<file path="config.mk">
export PLATFORM = sky130hd
export DESIGN_NAME = reg_hazard_scoreboard
export DESIGN_NICKNAME = d
export VERILOG_FILES = /design/src/rtl/reg_hazard_scoreboard.sv
export SDC_FILE = /design/constraint.sdc
export NUM_CORES = 1
export LEC_CHECK = 0
export BUFFER_PORTS_ARGS = -buffer_cell sky130_fd_sc_hd__buf_2
export CELL_PAD_IN_SITES_DETAIL_PLACEMENT = 1
export CELL_PAD_IN_SITES_GLOBAL_PLACEMENT = 1
export CORE_UTILIZATION = 39
export DETAILED_ROUTE_END_ITERATION = 12
export GPL_TIMING_DRIVEN = 0
export PLACE_DENSITY_LB_ADDON = 0.08
export SLEW_MARGIN = 25
export SYNTH_ARGS = -nofsm -noshare
export SYNTH_HDL_FRONTEND = slang
export SYNTH_SLANG_ARGS = --single-unit
</file>
<file path="constraint.sdc">
create_clock -name clk -period 2.3 [get_ports clk]
set_input_delay 0.345 -clock clk [delete_from_list [all_inputs] [get_ports clk]]
set_output_delay 0.345 -clock clk [all_outputs]
set_load 0.005 [all_outputs]
</file>
<file path="src/rtl/reg_hazard_scoreboard.sv">
// Destination shadow pipeline, RAW-hazard stall and WB write-port control.
// Optional SCOREBOARD_FORWARD_EN: EX/MEM->ID forwarding, stall only on load-use.
module reg_hazard_scoreboard #(
  parameter int DEPTH = 3,
  parameter int CNT_W = 16
) (
  input  logic             clk,
  input  logic             rst_n,
  input  logic             i_id_valid,
  input  logic [2:0]       i_id_rs,
  input  logic             i_id_rs_used,
  input  logic [2:0]       i_id_rt,
  input  logic             i_id_rt_used,
  input  logic [2:0]       i_id_rd,
  input  logic             i_id_we,
  input  logic             i_id_is_load,
  input  logic             i_flush,
  input  logic             i_stat_clr,
  output logic             o_stall,
  output logic [7:0]       o_busy_mask,
  output logic             o_wb_we,
  output logic [2:0]       o_wb_rd,
  output logic [1:0]       o_fwd_a_sel,
  output logic [1:0]       o_fwd_b_sel,
  output logic [CNT_W-1:0] o_stall_count
);

  logic [DEPTH:1]   r_v;
  logic [DEPTH:1]   r_we;
  logic [DEPTH:1]   r_ld;
  logic [2:0]       r_rd [1:DEPTH];
  logic [CNT_W-1:0] r_cnt;

  logic [DEPTH:1]   w_ma;
  logic [DEPTH:1]   w_mb;
  logic [7:0]       w_busy;
  logic             w_raw;
  logic             w_stall;
  logic             w_accept;
  logic [1:0]       w_fa;
  logic [1:0]       w_fb;
  logic             w_unused;

  always_comb begin
    w_ma = '0;
    w_mb = '0;
    w_busy = '0;
    for (int k = 1; k <= DEPTH; k++) begin
      w_ma[k] = i_id_rs_used & r_v[k] & r_we[k]
              & (r_rd[k] == i_id_rs);
      w_mb[k] = i_id_rt_used & r_v[k] & r_we[k]
              & (r_rd[k] == i_id_rt);
      if (r_v[k] & r_we[k])
        w_busy[r_rd[k]] = 1'b1;
    end
  end

`ifdef SCOREBOARD_FORWARD_EN
  // EX and MEM results are forwarded; only a load in EX,
  // or a writer beyond MEM but before WB, must wait.
  always_comb begin
    w_raw = r_ld[1] & (w_ma[1] | w_mb[1]);
    for (int k = 3; k < DEPTH; k++)
      w_raw = w_raw | w_ma[k] | w_mb[k];
    w_fa = 2'd0;
    w_fb = 2'd0;
    if (w_ma[1])
      w_fa = 2'd1;
    else if ((DEPTH > 2) && w_ma[2])
      w_fa = 2'd2;
    if (w_mb[1])
      w_fb = 2'd1;
    else if ((DEPTH > 2) && w_mb[2])
      w_fb = 2'd2;
  end
`else
  // WB stage excluded: the register file is write-through.
  always_comb begin
    w_raw = |(w_ma[DEPTH-1:1] | w_mb[DEPTH-1:1]);
    w_fa = 2'd0;
    w_fb = 2'd0;
  end
`endif

  assign w_stall  = i_id_valid & w_raw & ~i_flush;
  assign w_accept = i_id_valid & ~w_stall & ~i_flush;
  assign w_unused = ^{r_ld, w_ma[DEPTH], w_mb[DEPTH]};

  always_ff @(posedge clk or negedge rst_n) begin
    if (!rst_n) begin
      r_v  <= '0;
      r_we <= '0;
      r_ld <= '0;
      for (int k = 1; k <= DEPTH; k++)
        r_rd[k] <= 3'd0;
    end else begin
      r_v  <= {r_v[DEPTH-1:1], w_accept};
      r_we <= {r_we[DEPTH-1:1], w_accept & i_id_we};
      r_ld <= {r_ld[DEPTH-1:1], w_accept & i_id_is_load};
      r_rd[1] <= w_accept ? i_id_rd : 3'd0;
      for (int k = 2; k <= DEPTH; k++)
        r_rd[k] <= r_rd[k-1];
    end
  end

  always_ff @(posedge clk or negedge rst_n) begin
    if (!rst_n)
      r_cnt <= '0;
    else if (i_stat_clr)
      r_cnt <= '0;
    else if (w_stall && !(&r_cnt))
      r_cnt <= r_cnt + 1'b1;
  end

  assign o_stall       = w_stall;
  assign o_busy_mask   = w_busy;
  assign o_wb_we       = r_v[DEPTH] & r_we[DEPTH];
  assign o_wb_rd       = r_rd[DEPTH];
  assign o_fwd_a_sel   = w_fa;
  assign o_fwd_b_sel   = w_fb;
  assign o_stall_count = r_cnt;

endmodule

</file>
== Word level (Yosys, flattened, before mapping) ==
Cells that the tools add are included.
Storage, ports and cells
  register bits after elaboration: 31
  latch bits: 0
  bits in writable memories: 0
  bits in read-only memories: 0
  bits of input ports: 18
  output and inout port bits: 33
  memories: 0
Cells by class
  add/subtract/negate cells: 1
  multiply operators: 0
  div/mod/pow operators: 0
  $lt $le $gt $ge: 6
  eq/ne operators: 4
  shifts and indexed selects: 0
  mux-type cells: 12
  bitwise gates (word level): 25
  reduce and logical (&&, ||, !) cells: 8
Operators with widths (number)
  $mux W16: 2
  $mux W8: 3
  $and A1 B1 Y1: 20
  $add A16 B1 Y16 const B: 1
  $or A8 B8 Y8: 2
  $reduce_and A16 Y1: 1
  $eq A3 B3 Y1: 4
  $lt A3 B4 Y1 const B: 3
  $demux W1 S3: 3
  $ge A3 B1 Y1 const B: 3
  $logic_and A1 B1 Y1: 4
  $mux W1: 3
  $mux W3: 1
  $not A1 Y1: 2
  $or A2 B2 Y2: 1
  $reduce_bool A2 Y1: 1
  $reduce_or A2 Y1: 1
  $logic_not A1 Y1: 1

== Logic depth before layout (Yosys ltp) ==
  depth in word-level cells: 11
  gate-level depth with buffers: 7
  mapped depth without buffers: 5

== Least setup slack after synthesis ==
No wires, ideal clock.
  kind: reg2reg
  start: register r_rd[5] in the netlist's numbering
  end: register r_cnt[11], in the netlist o_stall_count[11]
  library setup time: 0.078 ns
  arrival time: 1.868 ns
  data required time: 2.222 ns
  setup slack: 0.354 ns
  stages on the path, launching flop included: 8
  buffers on the path: 2
  clock period less this slack: 1.946 ns
  path through: dfrtp_1 buf_6 xor2_1 nor4_1 o41ai_1 buf_6 or4_1 a21oi_1
Between the ends
  word-level cells in the longest chain between the ends: 8
  elaborated cells between the ends (all ways): 10
Ends and longest elaborated chain
  start: declaration: line 31  | logic [2:0] r_rd [1:DEPTH];
  start signal: indexed assignment: line 102  | r_rd[k] <= r_rd[k-1];
  $eq A3 B3 Y1, on equally long branches: line 50, 52
  $and A1 B1 Y1, on equally long branches: line 50, 52
  $or A2 B2 Y2 (*): line 79  | w_raw = |(w_ma[DEPTH-1:1] | w_mb[DEPTH-1:1]);
  $reduce_or A2 Y1 (*): line 79
  $and A1 B1 Y1 (*) (2 in a row): line 85  | assign w_stall = i_id_valid & w_raw & ~i_flush;
  $logic_and A1 B1 Y1 (*): line 111  | else if (w_stall && !(&r_cnt))
  $reduce_bool A2 Y1 (no source line) (*)
  end signal: assignment: line 112  | r_cnt <= r_cnt + 1'b1;
  end: declaration: line 32  | logic [CNT_W-1:0] r_cnt;
Every way passes the cells marked *; elsewhere a longest branch is shown, timed or not.
A chain may end at the register's enable or synchronous reset.

== Worst setup path in the final report ==
  start: register r_rd[8] in the netlist's numbering
  end: output o_stall
Between the ends
  word-level cells in the longest chain between the ends: 6
  elaborated cells between the ends (all ways): 8
Ends and longest elaborated chain
  $eq A3 B3 Y1, on equally long branches: line 50, 52
  $and A1 B1 Y1, on equally long branches: line 50, 52
  $or A2 B2 Y2 (*): line 79
  $reduce_or A2 Y1 (*): line 79
  $and A1 B1 Y1 (*) (2 in a row): line 85
  end: declaration: line 19  | output logic o_stall,
Marked as above.

==> results.ini <==
[placement]
hpwl_microns = 3472
finalWeightedCongestion = 0.8044
portBuffers = 45
place_inst = 303
dp_slack_ns = 0.02411
placed_area_sq_um = 2165

[floorplan]
die_x_microns = 71.12
core_sq_um = 4474
start_util_pct = 41.64
io_pins = 51
row_count = 24
fp.dieArea_sq_um = 5057
fp.dieH_microns = 71.12

[route]
totalWireLength_microns = 4970
top_layer_used = met4
wl_met1_microns = 2054
drt_iter0_markers = 61
vias = 1725
dr.pass1.iters = 10
wl_met2_microns = 2634
wl_met3_microns = 220
drtAntennaViolNets = 0
routed_via_density = 5.511
wire_per_inst_microns = 15.88
drc_errors = 7

[finish]
area_delta_synth_final_pct = 30.62
final_common_cell = buf_2
fin_nets = 279
fin_cells = 313
antenna_cells = 0
multiInputGateArea_sq_um = 1100
fillers = 538
regArea_sq_um = 775.7
drive_gt1_share_pct = 34.10
mostFrequentLayoutCells = 47 x buf_2, 31 x dfrtp_1, 14 x nand3_1, 14 x nand2_1, 13 x nor2_1
fin_area_sq_um = 2434

[timing]
tightestPinTransition_ns = 0.6946
fin_crit_ns = 2.187
max_freq_ghz = 0.4572
slew_headroom_pct = 53.70
min_period_over_period_pct = 95.11
hold_viol = 0
fin_worst_skew_ns = 0.005871
fin_ws_ns = 0.1125
tns_ns = 0
final-setup-viol-count = 0
drv_slew = 0

[setup_path]
cp_data_arrival_time_ns = 1.84
crit_top_cell = buf_6
r2r-start = r_rd[4]$_DFF_PN0_
endpoint_kind = primary output
crit_buf_inv = 4
rrSetupSlack_ns = 0.15
cp_max_fo = 9
critPathMaxStageDelay_ns = 0.43
r2r_cells = 7
reg2reg_to = o_stall_count[5]$_DFFE_PN0P_
worstSetupPathType = flop to primary output
crit_family = buffers and inverters
slowest_stage = o41ai_4
cp_cell_sequence = buf_6 -> xor2_2 -> nor4_4 -> o41ai_4 -> buf_6 -> inv_1 -> buf_2
critPathLaunchType = flop
worst_ep_required_time_ns = 1.96

[yosys]
synth_area_per_cell_sq_um = 9.178
synth.largest_area_cell = dfrtp_1
synthDistinctLibCells = 39
synthArstFlopShare_pct = 100.0
synth-main-ff-cell = dfrtp_1
synth.yosys.warnings = 0
synth-seq-cells = 31
syn_inst = 203
ys_seq_area_share_pct = 41.64
synthTopCellsByArea = dfrtp_1 42%, xor2_1 5.6%, nand3_1 3.8%
synth_top_area_share_pct = 41.64
synth-edff-count = 0
netlist_area_sq_um = 1863

[grt]
overflow = 0
groute.usage.overall_pct = 20.18
antenna_found_initial = 0
grt_pass1_wl_microns = 7948
grt_max_degree = 32
grt_pass1_vias = 1679

[power]
power_mw = 1.248
p_leak_nw = 1.173
ir_drop_mv = 0.2856
p_per_area_nw_per_um2 = 512.9

[worst_hold_path]
holdCritPathClass = input port to asynchronous set/reset pin

[run_status]
violations = design-rule violations
status = finished, violations left

[clock_tree]
cts_sinks = 31
cts_tree = built
cts_hold_buffers = 0
cts_buffer_depth = 2
clk_pin_slew_ns = 0.07
clockRootBuffer = clkbuf_8
clk_latency_ns = 0.28
htreeDepth = 2
cts_buffers = 5

[job]
maxCapViolations = 0

## logic make-up after synthesis
logic type	count (synthesis)	synth area share, %
AND/OR/NAND/NOR	99	29.28
AO/OA/AOI/OAI	33	11.62
flip-flops	31	41.64
buffers and inverters	20	7.387
XOR/XNOR	12	5.641
multiplexers	6	3.559
adder cells (fa/ha/maj)	1	0.6715
other	1	0.2013
## final cells by class
cell class / instances / share of cell area [%]
multi-input cells: 155 / 45.19
flip-flops and latches: 31 / 31.88
clock inverters: 2 / 1.440
well taps: 52 / 2.674
repair buffers: 47 / 9.769
plain buffers: 18 / 5.347
clock buffers: 6 / 3.393
inverters: 2 / 0.3085
## power by group
group	internal, mW	switching, mW	total (mW)
Clock	0.350	0.209	0.559
Sequential	0.556	0.0118	0.568
Combinational	0.0482	0.0729	0.121
Total	0.955	0.293	1.25
## state kept, by name, summed over array words and instances (netlist names)
signal / count
o_wb_rd: 3
o_stall_count: 16
r_rd: 6
r_v: 3
r_we: 3
## timing repair
| action | 4_1_cts | 5_1_grt |
|---|---|---|
| gates cloned | 0 | 1 |
| pin swaps | 0 | 3 |
| gates resized for setup | 2 | 16 |
| setup buffers | 0 | 1 |
| endpoints found under the setup margin | 1 | 14 |
## through the flow
| step | utilization (%) | hold slack [ns] |
|---|---|---|
| final | 54.39 | 0.1063 |
| after global placement | 48.38 | 0.3617 |
| after global routing | 54.39 | 0.1443 |
| after detailed placement | 48.38 | 0.3677 |
| after CTS | 51.31 | 0.1299 |
| after floorplan | - | 0.04941 |
## worst reg2reg max path: cells and delay by family (launching register included)
family,cells,cell delay [ns]
and+or+nand+nor,3,0.99
DFF,1,0.39
buffers and inverters,2,0.35
AOI/OAI and AO/OA,1,0.16
xor gates and xnor gates,1,0.17
## cells in the mapped netlist (2+ instances only)
master / number
dfrtp_1: 31
nand2_1: 14
nand3_1: 14
nor2_1: 13
xor2_1: 12
a21oi_1: 11
and3_1: 10
nor2b_1: 10
o31ai_1: 9
buf_4: 8
or4_1: 8
nand4_1: 6
mux2_2: 5
nand2b_1: 5
nor3_1: 5
nor4_1: 5
buf_6: 4
clkbuf_1: 4
and2_1: 3
o21ai_0: 3
a22oi_1: 2
inv_1: 2
nor3b_1: 2
o211ai_1: 2
## layer usage
layer | global-route usage (%) | up-vias
met5 | 0 | -
met4 | 5.333 | 0
met3 | 4.416 | 8
met2 | 36.22 | 46
met1 | 24.46 | 840
li1 | - | 831
## worst max path at each step
stage / startpoint / to / slack [ns] / cells past startpoint
2_1_floorplan: r_rd[5]$_DFF_PN0_ / o_stall_count[11]$_DFFE_PN0P_ / 0.35 / 7
3_3_place_gp: r_rd[5]$_DFF_PN0_ / o_stall_count[13]$_DFFE_PN0P_ / 0.14 / 7
3_5_place_dp: r_rd[5]$_DFF_PN0_ / o_stall_count[11]$_DFFE_PN0P_ / 0.02 / 7
4_1_cts: r_rd[5]$_DFF_PN0_ / o_stall / 0.04 / 7
5_1_grt: r_rd[7]$_DFF_PN0_ / o_stall / -0.007 / 7
6_report: r_rd[8]$_DFF_PN0_ / o_stall / 0.11 / 7
No activity file was read; power rests on OpenSTA's default activity.
